--- src/rtl/if_stage.sv ---
// Instruction fetch: owns the fetch PC, drives a variable-latency imem via req/ready and
// buffers {instr, pc} in a DEPTH-entry prefetch FIFO feeding decode through valid/ready.
module if_stage #(
  parameter int              DWIDTH      = 16,
  parameter int              AWIDTH      = 16,
  parameter int              DEPTH       = 4,
  parameter logic [AWIDTH-1:0] RESET_PC  = '0,
  parameter int              PC_STEP     = 2,
  parameter logic [3:0]      HALT_OPCODE = 4'hF
) (
  input  logic                       clk,
  input  logic                       rst,
  output logic                       imem_req,
  output logic [AWIDTH-1:0]          imem_addr,
  input  logic                       imem_ready,
  input  logic [DWIDTH-1:0]          imem_data,
  input  logic                       redirect,
  input  logic [AWIDTH-1:0]          redirect_pc,
  output logic                       id_valid,
  output logic [DWIDTH-1:0]          id_instr,
  output logic [AWIDTH-1:0]          id_pc,
  input  logic                       id_ready,
  output logic                       halted,
  output logic [AWIDTH-1:0]          pc,
  output logic [$clog2(DEPTH):0]     fifo_count
);

  localparam int PW = $clog2(DEPTH);
  localparam int CW = PW + 1;

  typedef enum logic [1:0] {RUN, SQUASH, HALT} state_t;

  state_t            state;
  logic [AWIDTH-1:0] squash_addr;
  logic [DWIDTH-1:0] instr_mem [DEPTH];
  logic [AWIDTH-1:0] pc_mem    [DEPTH];
  logic [PW-1:0]     rd_ptr;
  logic [PW-1:0]     wr_ptr;
  logic [CW-1:0]     count;
  logic              fifo_full;
  logic              enq;
  logic              deq;

  assign fifo_full  = (count == CW'(DEPTH));
  assign fifo_count = count;
  assign id_valid   = (count != '0);
  assign id_instr   = instr_mem[rd_ptr];
  assign id_pc      = pc_mem[rd_ptr];
  assign deq        = id_valid && id_ready;

  // In SQUASH the old request must stay on the bus until memory completes it.
  assign imem_req  = !rst && ((state == RUN && !fifo_full) || state == SQUASH);
  assign imem_addr = (state == SQUASH) ? squash_addr : pc;
  assign enq       = (state == RUN) && imem_req && imem_ready && !redirect;

  always_ff @(posedge clk or posedge rst) begin
    if (rst) begin
      state       <= RUN;
      pc          <= RESET_PC;
      squash_addr <= '0;
    end else if (redirect) begin
      pc <= redirect_pc;
      unique case (state)
        RUN: begin
          if (imem_req && !imem_ready) begin
            squash_addr <= pc;
            state       <= SQUASH;
          end
        end
        SQUASH:  state <= SQUASH;
        HALT:    state <= RUN;
        default: state <= RUN;
      endcase
    end else begin
      unique case (state)
        RUN: begin
          if (enq) begin
            pc <= pc + AWIDTH'(PC_STEP);
            if (imem_data[DWIDTH-1 -: 4] == HALT_OPCODE)
              state <= HALT;
          end
        end
        SQUASH: begin
          if (imem_ready)
            state <= RUN;
        end
        HALT:    state <= HALT;
        default: state <= RUN;
      endcase
    end
  end

  always_ff @(posedge clk or posedge rst) begin
    if (rst) begin
      rd_ptr <= '0;
      wr_ptr <= '0;
      count  <= '0;
      for (int i = 0; i < DEPTH; i++) begin
        instr_mem[i] <= '0;
        pc_mem[i]    <= '0;
      end
    end else begin
      if (enq) begin
        instr_mem[wr_ptr] <= imem_data;
        pc_mem[wr_ptr]    <= pc;
      end
      // A dequeue in the redirect cycle still completes; the flush then empties the rest.
      if (redirect) begin
        rd_ptr <= '0;
        wr_ptr <= '0;
        count  <= '0;
      end else begin
        if (enq)
          wr_ptr <= wr_ptr + PW'(1);
        if (deq)
          rd_ptr <= rd_ptr + PW'(1);
        unique case ({enq, deq})
          2'b10:   count <= count + CW'(1);
          2'b01:   count <= count - CW'(1);
          default: count <= count;
        endcase
      end
    end
  end

  always_ff @(posedge clk or posedge rst) begin
    if (rst)
      halted <= 1'b0;
    else if (redirect)
      halted <= 1'b0;
    else if (deq && id_instr[DWIDTH-1 -: 4] == HALT_OPCODE)
      halted <= 1'b1;
  end

  enq_when_full: assert property (@(posedge clk) disable iff (rst) !(enq && fifo_full));

endmodule

--- config.mk ---
export PLATFORM = sky130hd
export DESIGN_NAME = if_stage
export DESIGN_NICKNAME = d
export VERILOG_FILES = /design/src/rtl/if_stage.sv
export SDC_FILE = /design/constraint.sdc
export NUM_CORES = 1
export LEC_CHECK = 0
export ABC_AREA = 1
export BUFFER_PORTS_ARGS = -buffer_cell sky130_fd_sc_hd__buf_2
export CAP_MARGIN = 40
export CELL_PAD_IN_SITES_DETAIL_PLACEMENT = 0
export CELL_PAD_IN_SITES_GLOBAL_PLACEMENT = 2
export CORE_UTILIZATION = 36
export CTS_BUF_LIST = sky130_fd_sc_hd__clkbuf_4 sky130_fd_sc_hd__clkbuf_8
export DETAILED_ROUTE_END_ITERATION = 7
export GPL_TIMING_DRIVEN = 0
export PLACE_DENSITY = 0.87
export SLEW_MARGIN = 40
export SYNTH_ARGS = -nofsm -noshare
export SYNTH_HDL_FRONTEND = slang
export SYNTH_SLANG_ARGS = --single-unit
--- constraint.sdc ---
create_clock -name clk -period 7 [get_ports clk]
set_input_delay 1.4 -clock clk [delete_from_list [all_inputs] [get_ports clk]]
set_output_delay 1.4 -clock clk [all_outputs]
set_load 0.02 [all_outputs]
==> impl_summary.txt <==
----------------------------------------------------
[Status]
  Status ... finished clean

[Clock tree]
  Cell chosen for the clock root ... sky130_fd_sc_hd__clkbuf_8
  Clk buf depth ... 2
  CTS clk-pin slew, worst paths ... around 90 ps
  TritonCTS sink count ... 170
  Clock tree from TritonCTS ... yes
  Hold-fix buffers at CTS ... 0
  Post-cts repair resize count ... 0
  H-Tree Level Count ... 4
  TritonCTS Buffers ... 17
  Setup fix buffers added after clock tree synthesis ... 0
  Clock Latency Late Sink ... about 470 ps

[Yosys]
  Cell taking the most area after synthesis ... sky130_fd_sc_hd__dfrtp_1
  Post-synth design cell area ... 8033 sq um
  Most common library cells after synthesis ... 223 x sky130_fd_sc_hd__nand2_1, 170 x sky130_fd_sc_hd__dfrtp_1, 128 x sky130_fd_sc_hd__o21ai_0
  Top cells by area in the synthesized netlist ... sky130_fd_sc_hd__dfrtp_1 53%, sky130_fd_sc_hd__nand2_1 10%, sky130_fd_sc_hd__o21ai_0 8.0%
  Proportion of synthesized flip-flops having asynchronous set or reset ... between 90% and 100%
  Share of the yosys chip area belonging to registers ... a little over half
  Number of distinct library cell variants in the gate-level netlist after synthesis ... 33
  Mapped Nets ... 966
  Fraction of post-synthesis cell area in the top cell type by area ... between 50% and 60%
  Leading register cell type out of synthesis ... sky130_fd_sc_hd__dfrtp_1
  Per-instance average area after synthesis ... a little under 9 sq um
  Number of instances in the synthesized netlist ... 923
  Warnings from Yosys ... 0
  Most common cell in the netlist ... sky130_fd_sc_hd__nand2_1
  Total of flip-flops plus latches after synthesis ... between 150 and 200
  Number of flops mapped to enable cells by yosys ... 0

[Drt]
  Antenna-violating nets left ... 0
  Vias per cell ... 5.157
  Count of unresolved DRC violations after routing ... 0
  Via count ... roughly 7000
  Number of DRC markers after the initial detailed-route iteration ... 388
  Detail-routed net length per standard cell ... approximately 18 um
  Iteration count of the initial detailed-routing pass ... 7
  Total wire length after detailed routing ... 24.27 mm

[Global route]
  Vias in the first global route ... between 6000 and 7000
  Initial antenna violation count ... 0
  First-pass GRT wire length ... roughly 39 mm
  Final global-route overflow total ... 0
  Largest net degree at the start of global routing ... 74
  Total routing usage reported by global routing ... 22.67%

[Die]
  Placeable core region ... 21820 sq um
  Height of the die ... 151.4 um
  Cell row count ... 54
  Die Area ... 22910 sq um
  Die width ... between 150 and 200 um
  Number of top-level pins ... between 100 and 150
  Starting utilization of the core area ... a little under two fifths

[Critical path]
  CP required ... between 5000 and 6000 ps
  Slowest library cell on the worst path ... sky130_fd_sc_hd__clkbuf_1
  R2R depth ... 13
  Count of buffer and inverter cells on the critical path ... 4
  Element type at the critical path start ... flop
  Cells along the critical path ... clkinv_1 -> clkbuf_1 -> clkbuf_1 -> nor2_1 -> o22ai_1 -> buf_2
  FF-to-FF setup slack ... roughly 4700 ps
  Maximum net fanout on the critical path ... 10
  Cell with the most instances on the worst path ... sky130_fd_sc_hd__clkbuf_1
  Critical path data arrival time ... around 2700 ps
  Startpoint of the lowest-slack register-to-register path ... state[1]
  Delay of the slowest critical-path stage ... about 600 ps
  Critical Path End Type ... output pin
  Top cell family by delay on the critical path ... buffers and inverters
  Crit Reg-Reg Endpoint ... fifo_count[2]
  Setup CP Type ... reg -> out

[Worst hold path]
  WHS Endpoint ... pc_mem[20]
  Path class of the lowest-slack min-delay path ... reg -> reg
  Hold path startpoint ... pc_mem[20]
  Min-Delay Path Depth ... 2

[STA]
  Minimum clock period after layout ... roughly 4000 ps
  Slew at the pin closest to its max-slew limit ... between 700 and 800 ps
  Unrepaired setup endpoints after global routing ... false
  Highest achievable clock rate ... about 250 MHz
  Post-route setup TNS ... 0 ps
  Final count of hold timing violations ... 0
  Fraction of the cycle the final worst path needs ... 57.81%
  Max-slew violation count ... 0
  Worst rel slew slack ... between 50% and 60%
  Fin Clk Skew ... approximately 13 ps
  Setup Viol. Count Final ... 0

[Placement]
  Count of port buffers added during placement ... ~110
  Instance count after placement with tap cells included ... approximately 1300
  Placed wire-length estimate after detailed placement ... 16.63 mm
  RD Place Congestion ... 0.8169

[Cells and area]
  Layout overhead on the synthesized area ... 16.34%
  Count of fill cells added during filler insertion ... 2255
  Sequential cell area in the final layout ... 4254 sq um
  Share of final-layout standard cells stronger than drive strength 1 ... about a fifth
  Area of the multi-input gates ... around 3200 sq um
  Diodes inserted ... 0
  Final instance count without filler cells ... approximately 1300
  # nets final ... between 1000 and 1500

[Pwr]
  Standby leakage power ... approximately 4.5 nW
  Highest ir drop seen on vdd ... ~0.00013 V
  Power density cells ... approximately 320 nW/um^2
  Power consumption ... 3.017 mW

[Flow run]
  Max capacitance violation total ... 0

----------------------------------------------------
-- cell families after synthesis --
group,synth area share (%)
and+or+nand+nor,18.24
xor gates and xnor gates,0.8723
buffers and inverters,7.134
DFF,52.96
adders and majority gates,1.028
AOI/OAI and AO/OA,19.77
-- sequential cells by signal, indices dropped and copies added (netlist names) --
signal and cells:
fifo_count 3, halted 1, instr_mem 64, pc 16, pc_mem 64, rd_ptr 2
squash_addr 16, state 2, wr_ptr 2
-- through the flow --
step / hold WS [ps] / utilization (%) / area (sq um) / setup WS [ps]
3_5_place_dp: 463.5 / 41.11 / 8971 / 3418
2_1_floorplan: 447.9 / - / 8033 / 996.6
4_1_cts: 486.3 / 42.82 / 9345 / 2909
5_1_grt: 507.2 / 42.82 / 9345 / 2814
6_report: 483.7 / 42.82 / 9345 / 2953
3_3_place_gp: 460.3 / 40.82 / 8909 / -1410
-- worst register-to-register path, delay by kind of cell, from the launching register on --
family	cells	cell delay (ps)
xor gates and xnor gates	1	210
adders and majority gates	1	390
buffers and inverters	3	300
DFF	1	460
and+or+nand+nor	8	910
-- cell type report --
| class | count | share of cell area, % |
|---|---|---|
| sequential | 170 | 45.52 |
| multi-input combinational | 643 | 34.30 |
| timing repair buffer | 107 | 6.212 |
| buffer | 56 | 3.963 |
| tap | 280 | 3.749 |
| clock buffer | 19 | 2.731 |
| inverter | 54 | 2.249 |
| clock inverter | 13 | 1.272 |
-- report_power, final --
group	leakage, nW	switching (mW)	internal (mW)	total, mW
Sequential	2.26	0.113	1.17	1.29
Clock	0.182	0.387	0.297	0.684
Combinational	2.07	0.704	0.342	1.05
-- cell usage in the layout (no fill, tap or decap), types with 3 or more instances in the layout --
cell type / count
sky130_fd_sc_hd__clkinvlp_4: 4
sky130_fd_sc_hd__nand4_1: 8
sky130_fd_sc_hd__buf_2: 112
sky130_fd_sc_hd__nand2_2: 3
sky130_fd_sc_hd__nor2_2: 3
sky130_fd_sc_hd__clkbuf_8: 18
sky130_fd_sc_hd__nand3_1: 22
sky130_fd_sc_hd__clkbuf_1: 29
sky130_fd_sc_hd__dfrtp_1: 170
sky130_fd_sc_hd__inv_6: 3
sky130_fd_sc_hd__o221ai_1: 3
sky130_fd_sc_hd__o22ai_1: 30
sky130_fd_sc_hd__nor3_1: 9
sky130_fd_sc_hd__clkinv_1: 3
sky130_fd_sc_hd__o21ai_1: 74
sky130_fd_sc_hd__clkinv_2: 3
sky130_fd_sc_hd__a31oi_1: 3
sky130_fd_sc_hd__buf_6: 18
sky130_fd_sc_hd__inv_1: 49
sky130_fd_sc_hd__o21ai_0: 128
sky130_fd_sc_hd__o211ai_1: 5
sky130_fd_sc_hd__nand2_1: 223
sky130_fd_sc_hd__nand2_8: 3
sky130_fd_sc_hd__o21ai_2: 28
sky130_fd_sc_hd__a21oi_1: 7
sky130_fd_sc_hd__xor2_1: 6
sky130_fd_sc_hd__nor2_1: 75
sky130_fd_sc_hd__ha_1: 5
-- layer usage --
metal | vias to the layer above | global-route usage [%] | part of all wire, %
met1 | 3392 | 31.56 | 47
met3 | 16 | 3.524 | 5.2
met5 | - | 0 | 0
li1 | 3335 | - | -
met4 | 0 | 5.550 | 0.89
met2 | 178 | 36.76 | 47
-- worst max path at each step --
stage | from | end | slack, ps | depth (start not counted)
finish | rd_ptr[0] | id_pc[4] | 2950 | 6
global route | rd_ptr[0] | id_pc[4] | 2810 | 6
CTS | rd_ptr[0] | id_pc[4] | 2910 | 6
detailed placement | rd_ptr[0] | id_pc[4] | 3420 | 6
global placement | rst | instr_mem[2] | -1410 | 2
floorplan | rst | fifo_count[0] | 1000 | 1
Note: power is estimated with default switching activity, not from simulation.
